`config.mk`:
```
export PLATFORM = sky130hd
export DESIGN_NAME = popcnt_detect_arb
export DESIGN_NICKNAME = d
export VERILOG_FILES = /design/src/rtl/popcnt_detect_arb.sv
export SDC_FILE = /design/constraint.sdc
export NUM_CORES = 1
export LEC_CHECK = 0
export ABC_AREA = 1
export ABC_CLOCK_PERIOD_IN_PS = 2600
export BUFFER_PORTS_ARGS = -buffer_cell sky130_fd_sc_hd__buf_2
export CAP_MARGIN = 40
export CORE_MARGIN = 5
export CORE_UTILIZATION = 50
export DETAILED_ROUTE_END_ITERATION = 10
export HOLD_SLACK_MARGIN = 0.08
export PLACE_DENSITY = 0.92
export SLEW_MARGIN = 20
export SYNTH_ARGS = -nofsm -noshare
export SYNTH_HDL_FRONTEND = slang
export SYNTH_SLANG_ARGS = --single-unit
```
`constraint.sdc`:
```
create_clock -name clk -period 2.6 [get_ports clk]
set_input_delay 0.26 -clock clk [delete_from_list [all_inputs] [get_ports clk]]
set_output_delay 0.26 -clock clk [all_outputs]
set_load 0.005 [all_outputs]
```
`src/rtl/popcnt_detect_arb.sv`:
```
// Round-robin arbiter feeding a bit-serial population counter with a two-digit match detector.
// Optional macro HIT_STAT_EN builds a saturating counter of accepted matching responses.
module popcnt_detect_arb #(
   parameter int unsigned NREQ   = 4,
   parameter int unsigned DIGIT1 = 0,
   parameter int unsigned DIGIT2 = 7
) (
   input  logic                    clk,
   input  logic                    rst_n,
   input  logic [NREQ-1:0]         req,
   input  logic [NREQ*9-1:0]       word,
   output logic [NREQ-1:0]         grant,
   output logic                    busy,
   output logic                    rsp_valid,
   input  logic                    rsp_ready,
   output logic [$clog2(NREQ)-1:0] rsp_id,
   output logic [3:0]              rsp_ones,
   output logic                    rsp_hit,
   output logic [15:0]             hit_cnt
);

   localparam int unsigned IW = $clog2(NREQ);

   typedef enum logic [1:0] {StIdle, StCount, StResp} state_e;

   state_e        state_q, state_d;
   logic [IW-1:0] last_q, last_d;
   logic [IW-1:0] id_q, id_d;
   logic [8:0]    shreg_q, shreg_d;
   logic [3:0]    acc_q, acc_d;
   logic [3:0]    bit_q, bit_d;

   logic          win_found;
   logic [IW-1:0] win_idx;
   logic [IW-1:0] cand;
   logic [8:0]    win_word;
   logic          hit;

   // Search starts one past the last granted requester and wraps.
   always_comb begin
      win_found = 1'b0;
      win_idx   = '0;
      cand      = '0;
      for (int unsigned off = 1; off <= NREQ; off++) begin
         cand = IW'((32'(last_q) + off) % NREQ);
         if (!win_found && req[cand]) begin
            win_found = 1'b1;
            win_idx   = cand;
         end
      end
   end

   always_comb begin
      win_word = '0;
      for (int i = 0; i < int'(NREQ); i++) begin
         if (win_idx == IW'(i)) win_word = word[9*i +: 9];
      end
   end

   always_comb begin
      state_d = state_q;
      last_d  = last_q;
      id_d    = id_q;
      shreg_d = shreg_q;
      acc_d   = acc_q;
      bit_d   = bit_q;
      grant   = '0;
      unique case (state_q)
         StIdle: begin
            // Grant is gated by rst_n so it drops the instant reset asserts.
            if (win_found && rst_n) begin
               grant   = NREQ'(1) << win_idx;
               last_d  = win_idx;
               id_d    = win_idx;
               shreg_d = win_word;
               acc_d   = '0;
               bit_d   = '0;
               state_d = StCount;
            end
         end
         StCount: begin
            acc_d   = acc_q + {3'b000, shreg_q[0]};
            shreg_d = shreg_q >> 1;
            bit_d   = bit_q + 4'd1;
            if (bit_q == 4'd8) state_d = StResp;
         end
         StResp: begin
            if (rsp_ready) state_d = StIdle;
         end
         default: state_d = StIdle;
      endcase
   end

   always_ff @(posedge clk or negedge rst_n) begin
      if (!rst_n) begin
         state_q <= StIdle;
         last_q  <= IW'(NREQ - 1);
         id_q    <= '0;
         shreg_q <= '0;
         acc_q   <= '0;
         bit_q   <= '0;
      end else begin
         state_q <= state_d;
         last_q  <= last_d;
         id_q    <= id_d;
         shreg_q <= shreg_d;
         acc_q   <= acc_d;
         bit_q   <= bit_d;
      end
   end

   assign hit       = (acc_q == 4'(DIGIT1)) || (acc_q == 4'(DIGIT2));
   assign busy      = (state_q != StIdle);
   assign rsp_valid = (state_q == StResp);
   assign rsp_id    = rsp_valid ? id_q : '0;
   assign rsp_ones  = rsp_valid ? acc_q : '0;
   assign rsp_hit   = rsp_valid & hit;

`ifdef HIT_STAT_EN
   logic [15:0] hit_cnt_q;

   always_ff @(posedge clk or negedge rst_n) begin
      if (!rst_n) begin
         hit_cnt_q <= '0;
      end else if (rsp_valid && rsp_ready && hit && (hit_cnt_q != 16'hFFFF)) begin
         hit_cnt_q <= hit_cnt_q + 16'd1;
      end
   end

   assign hit_cnt = hit_cnt_q;
`else
   assign hit_cnt = '0;
`endif

endmodule

```
# --- Word-level counts from Yosys, hierarchy flattened ---
# Cells that the tools add are included.
op_classes:
  n_addsub: 6
  mul: 0
  n_div: 0
  order_cmp: 4
  eq_ne: 10
  shift: 1
  mux: 33
  n_bitwise: 1
  reduce_logical: 16
op_table:
  columns: ["cell", "n"]
  rows:
  - ["$mux W9", 5]
  - ["$pmux W9 S2", 1]
  - ["$mux W2", 8]
  - ["$mux W4", 4]
  - ["$pmux W4 S2", 2]
  - ["$lt A2 B3 Y1 const B", 4]
  - ["$bmux W1 S2", 4]
  - ["$mux W1", 8]
  - ["$eq A2 B2 Y1 const B", 3]
  - ["$pmux W2 S3", 1]
  - ["$add A2 B1 Y2 const B", 2]
  - ["$add A2 B2 Y2 const B", 2]
  - ["$add A4 B1 Y4", 1]
  - ["$add A4 B1 Y4 const B", 1]
  - ["$eq A2 B1 Y1 const B", 2]
  - ["$eq A4 B3 Y1 const B", 1]
  - ["$eq A4 B4 Y1 const B", 1]
  - ["$logic_and A1 B1 Y1", 4]
  - ["$logic_not A2 Y1", 2]
  - ["$logic_not A4 Y1", 1]
  - ["$ne A2 B2 Y1 const B", 2]
  - ["$reduce_and A2 Y1", 2]
  - ["$reduce_bool A2 Y1", 2]
  - ["$shl A1 B2 Y4 const A", 1]
  - ["5 further kinds", 7]
word_totals:
  regBits: 23
  latch_bits: 0
  mem_bits_rw: 0
  romBits: 0
  input_bits: 43
  output_inout_bits: 29
  wordCells: 77
  memories: 0

# --- Logic depth before layout (Yosys ltp) ---
logic_depth:
  depth_word: 20
  mapped_depth: 17
  ltp_nobuf: 16

# --- Worst setup path before layout ---
# OpenSTA, ideal clock, no wires.
synth_path:
  path_kind: "reg2out"
  startpoint: "reg last_q[0]"
  endpoint: "out grant[2]"
  t_arrival_ns: 1.608
  required_ns: 2.340
  setup_slack_ns: 0.732
  stages_incl_launch_ff: 16
  path_buffers: 2
  cell_sequence: "dfstp_2 -> buf_6 -> inv_6 -> nand2_1 -> nand2_2 -> nand2_4 -> nand2_4 -> nor2_4 -> nand3_2 -> nand2_1 -> inv_1 -> nand2_2 -> buf_6 -> inv_2 -> nand2_1 -> nor2_1"
synth_between:
  elab_chain_cells: 16
  word_cells_on_any_way: 30
  classes_between: "add/sub: 4; shift: 1; mux: 18; reduce/logical: 7"
synth_rtl:
  columns: ["item", "line_no", "rtl"]
  rows:
  - ["start, declared", "27", "logic [IW-1:0] last_q, last_d;"]
  - ["start signal, assigned", "97", "last_q <= IW'(NREQ - 1);"]
  - ["start signal, assigned", "104", "last_q <= last_d;"]
  - ["$add A2 B1 Y2", "45", "cand = IW'((32'(last_q) + off) % NREQ);"]
  - ["$bmux W1 S2", "46", "if (!win_found && req[cand]) begin"]
  - ["$mux W1 (not written as such)", "46", null]
  - ["$mux W1", "46", null]
  - ["$logic_not A1 Y1", "46", null]
  - ["$logic_and A1 B1 Y1", "46", null]
  - ["$mux W1", "46", null]
  - ["$logic_not A1 Y1", "46", null]
  - ["$logic_and A1 B1 Y1", "46", null]
  - ["$mux W1", "46", null]
  - ["$logic_not A1 Y1", "46", null]
  - ["$logic_and A1 B1 Y1", "46", null]
  - ["$mux W2 or $mux W1 (tied branches)", "46", null]
  - ["$shl A1 B2 Y4 or $logic_and A1 B1 Y1 (tied branches)", "72, 71", null]
  - ["$mux W4 *", "71", "if (win_found && rst_n) begin"]
  - ["$mux W4 *", "68", "unique case (state_q)"]
  - ["end, declared", "12", "output logic [NREQ-1:0] grant,"]
# Every way passes the cells marked *; elsewhere a longest branch is shown, timed or not. The select of a mux whose other input is x is not followed.

# --- Final worst setup path ---
layout_path:
  startpoint: "reg last_q[0]"
  endpoint: "out grant[0]"
# The elaborated chain is that of the path after synthesis.

==> results.toml <==
[worst_setup_path]
crit_arrival_ps = 2200
crit_path_end_kind = "output port"
cp_max_fo = 12
cp.required_ps = 2340
cp-start-kind = "register"
path_class = "reg -> out"

[synth]
syn-instance-count = 288
synthSimpleGateAreaFrac_pct = 40.3
synth_top_area_share_pct = 26.9
synth_compound_area_share_pct = 8.40
ys_types = 30
synth.mux.area_fraction_pct = 0
synth_area_leaders = "dfrtp_1, nand2_1, inv_1, buf_4, nand3_1"
synth-seq-cells = 23
synth_flop_cell = "dfrtp_1"
netlist_area_um2 = 1950
synth_xor_area_share_pct = 0
yosys.area.top_type = "dfrtp_1"
synth-warning-count = 0
synth_edf_count = 0
synth_fa_ha_area_share_pct = 2.56
yosysMostFrequentCell = "nand2_1"
asyncSetResetFlopFracSynth_pct = 100
ys_seq_area_share_pct = 29.6
synth.top_cells.by_count = "nand2_1, inv_1, nand3_1, nor2_1, dfrtp_1"
synth_top_family_by_area = "simple AND/OR/NAND/NOR gates"
syn_area_per_cell_um2 = 6.78

[pwr]
power_density_nw_per_um2 = 1390
p_clk_share_pct = 7.1
p_sw_uw = 1740
p_int_uw = 1390
ir_worst_vdd_v = 0.000857
leakagePower_uw = 0.00129
power_frac_seq_pct = 20.0
netSwitchingFraction_pct = 55.6
power_frac_comb_pct = 72.9

[clock_tree]
numCtsBuffers = 3
numClockSinks = 23
cts_tree = "done"
clk_latency_ps = 260
clkSlewWorstSetupHoldPaths_ps = 80
clock_path_buffers = 2
cts-htree-levels = 1
clockRootBuffer = "clkbuf_8"

[flow_run]
drv_cap = 0

[global_route]
grtUsageTotal_pct = 16.9
grt_first_pass_wirelength_um = 7270
grt_antenna_before_repair = 0
overflow = 0
grt_max_degree = 24
grt_pass1_vias = 1723

[timing]
hold_viol_final = 0
slew_viol_final = 0
fmaxAchievable_mhz = 407
hold_ws_ps = 190
setup_viol = 0
period_minus_slack_ps = 2460
finalClockSkew_ps = 2.02
period_share_pct = 94.6

[die]
die_y_um = 72.5
dieArea_um2 = 5250
initial_core_util_pct = 52.5
core-area_um2 = 3720
io_pins = 72
die_x_um = 72.5
num_rows = 22

[route]
drc = 0
detail_route.iter0.violations = 117
routed_wl_um = 4650
wl_per_cell_um = 11.9
detail-route-antenna-nets = 0
vias = 1936
post_drt_via_cell_ratio = 4.94
first_pass_iters = 5

[placed_design]
hpwl_um = 3620
io_buffer_count = 55
place_area_um2 = 2160
place_congestion = 0.916

[run_status]
status = "finished, final reports clean"

[layout]
area_growth_pct = 15.3
num_antenna_cells = 0
final_cell_area_um2 = 2250
drive_gt1_share_pct = 30.2
nNetsFinal = 392

[worst_hold_path]
hp-class = "in -> reg"
## per-stage QoR
| step | setup slack (ps) | setup TNS (ps) | instances | power [uW] | utilization [%] |
|---|---|---|---|---|---|
| floorplan | 732 | 0 | 303 | 2550 | - |
| detailed placement | 410 | 0 | 385 | 2810 | 58.2 |
| global placement | 508 | 0 | 385 | 2740 | 58.2 |
| global route | -11.6 | -11.6 | 392 | 3400 | 60.6 |
| CTS | 105 | 0 | 390 | 3050 | 59.8 |
| finish | 140 | 0 | 392 | 3120 | 60.6 |
## registers in the layout, indices dropped and copies added (netlist names)
register,cells
state_q,2
last_q,2
shreg_q,9
acc_q,4
bit_q,4
id_q,2
## cells in the final DEF (no fill, tap or decap), drive strengths merged
cell          n
clkbuf        4
buf          58
o22ai         7
dfrtp        21
o21ai        22
nand3b        1
a21oi         2
inv          42
nor4          1
nor2         34
dfstp         2
nand2        98
clkinv        3
dlygate4sd3   1
conb         16
ha            4
nand4         4
nand3        24
## worst max-delay path, stage by stage, from the launching register on
cell	delay (ps)
dfstp_2	570
buf_12	120
inv_6	50
nand2_2	70
nand2_1	60
nand2_1	60
nand2_1	90
nor2_4	150
nand3_2	120
nand2_1	80
inv_1	60
nand2_4	110
buf_4	200
nor2_1	70
buf_2	120
## path summary, 6_finish.rpt
path	startpoint	endpoint	slack (ps)	cells after the start
setup reg to reg	last_q[0]	shreg_q[1]	440	15
max in group asynchronous	rst_n	last_q[0]	1780	3
setup / recovery	last_q[0]	grant[0]	140	14
hold / removal	rsp_ready	state_q[1]	190	2
hold reg to reg	acc_q[3]	acc_q[3]	500	1
min in group asynchronous	rst_n	id_q[0]	540	3
## power by group through the flow
stage / combinational (uW) / sequential [uW] / clock, uW
detailed placement: 2160 / 647 / 0
finish: 2280 / 623 / 222
floorplan: 1950 / 599 / 0
CTS: 2190 / 638 / 224
global placement: 2100 / 637 / 0
global route: 2520 / 643 / 239
## per-layer routing
metal / vias to the layer above / share of wire [%] / GRT usage [%]
met2: 98 / 48 / 29.2
li1: 976 / - / -
met1: 843 / 42 / 21.7
met3: 19 / 7.4 / 2.35
met5: - / 0 / 0
met4: 0 / 2.1 / 5.53
## layout make-up
class                           count  area, um2
Clock buffer                        3       41.3
Inverter                           44        175
Clock inverter                      1       5.00
Fill cell                         340       1470
Timing Repair Buffer               60        325
Sequential cell                    23        578
Tap cell                           48       60.1
Multi-Input combinational cell    213       1070
## cell families (layout without fill, tap and decap cells)
kind of cell / after synthesis / count (layout)
DFF: 23 / 23
and+or+nand+nor: 162 / 162
AOI/OAI and AO/OA: 31 / 31
adders and majority gates: 4 / 4
other: 1 / 16
buffers and inverters: 67 / 108
## what timing repair did
| action | 4_1_cts | 5_1_grt |
|---|---|---|
| gates resized for setup | 0 | 1 |
| hold buffers | 1 | 0 |
| setup endpoints to repair | 0 | 4 |
| hold endpoints to repair | 21 | 0 |
| setup buffers | 0 | 2 |
Power figures use the tool's default switching activity.
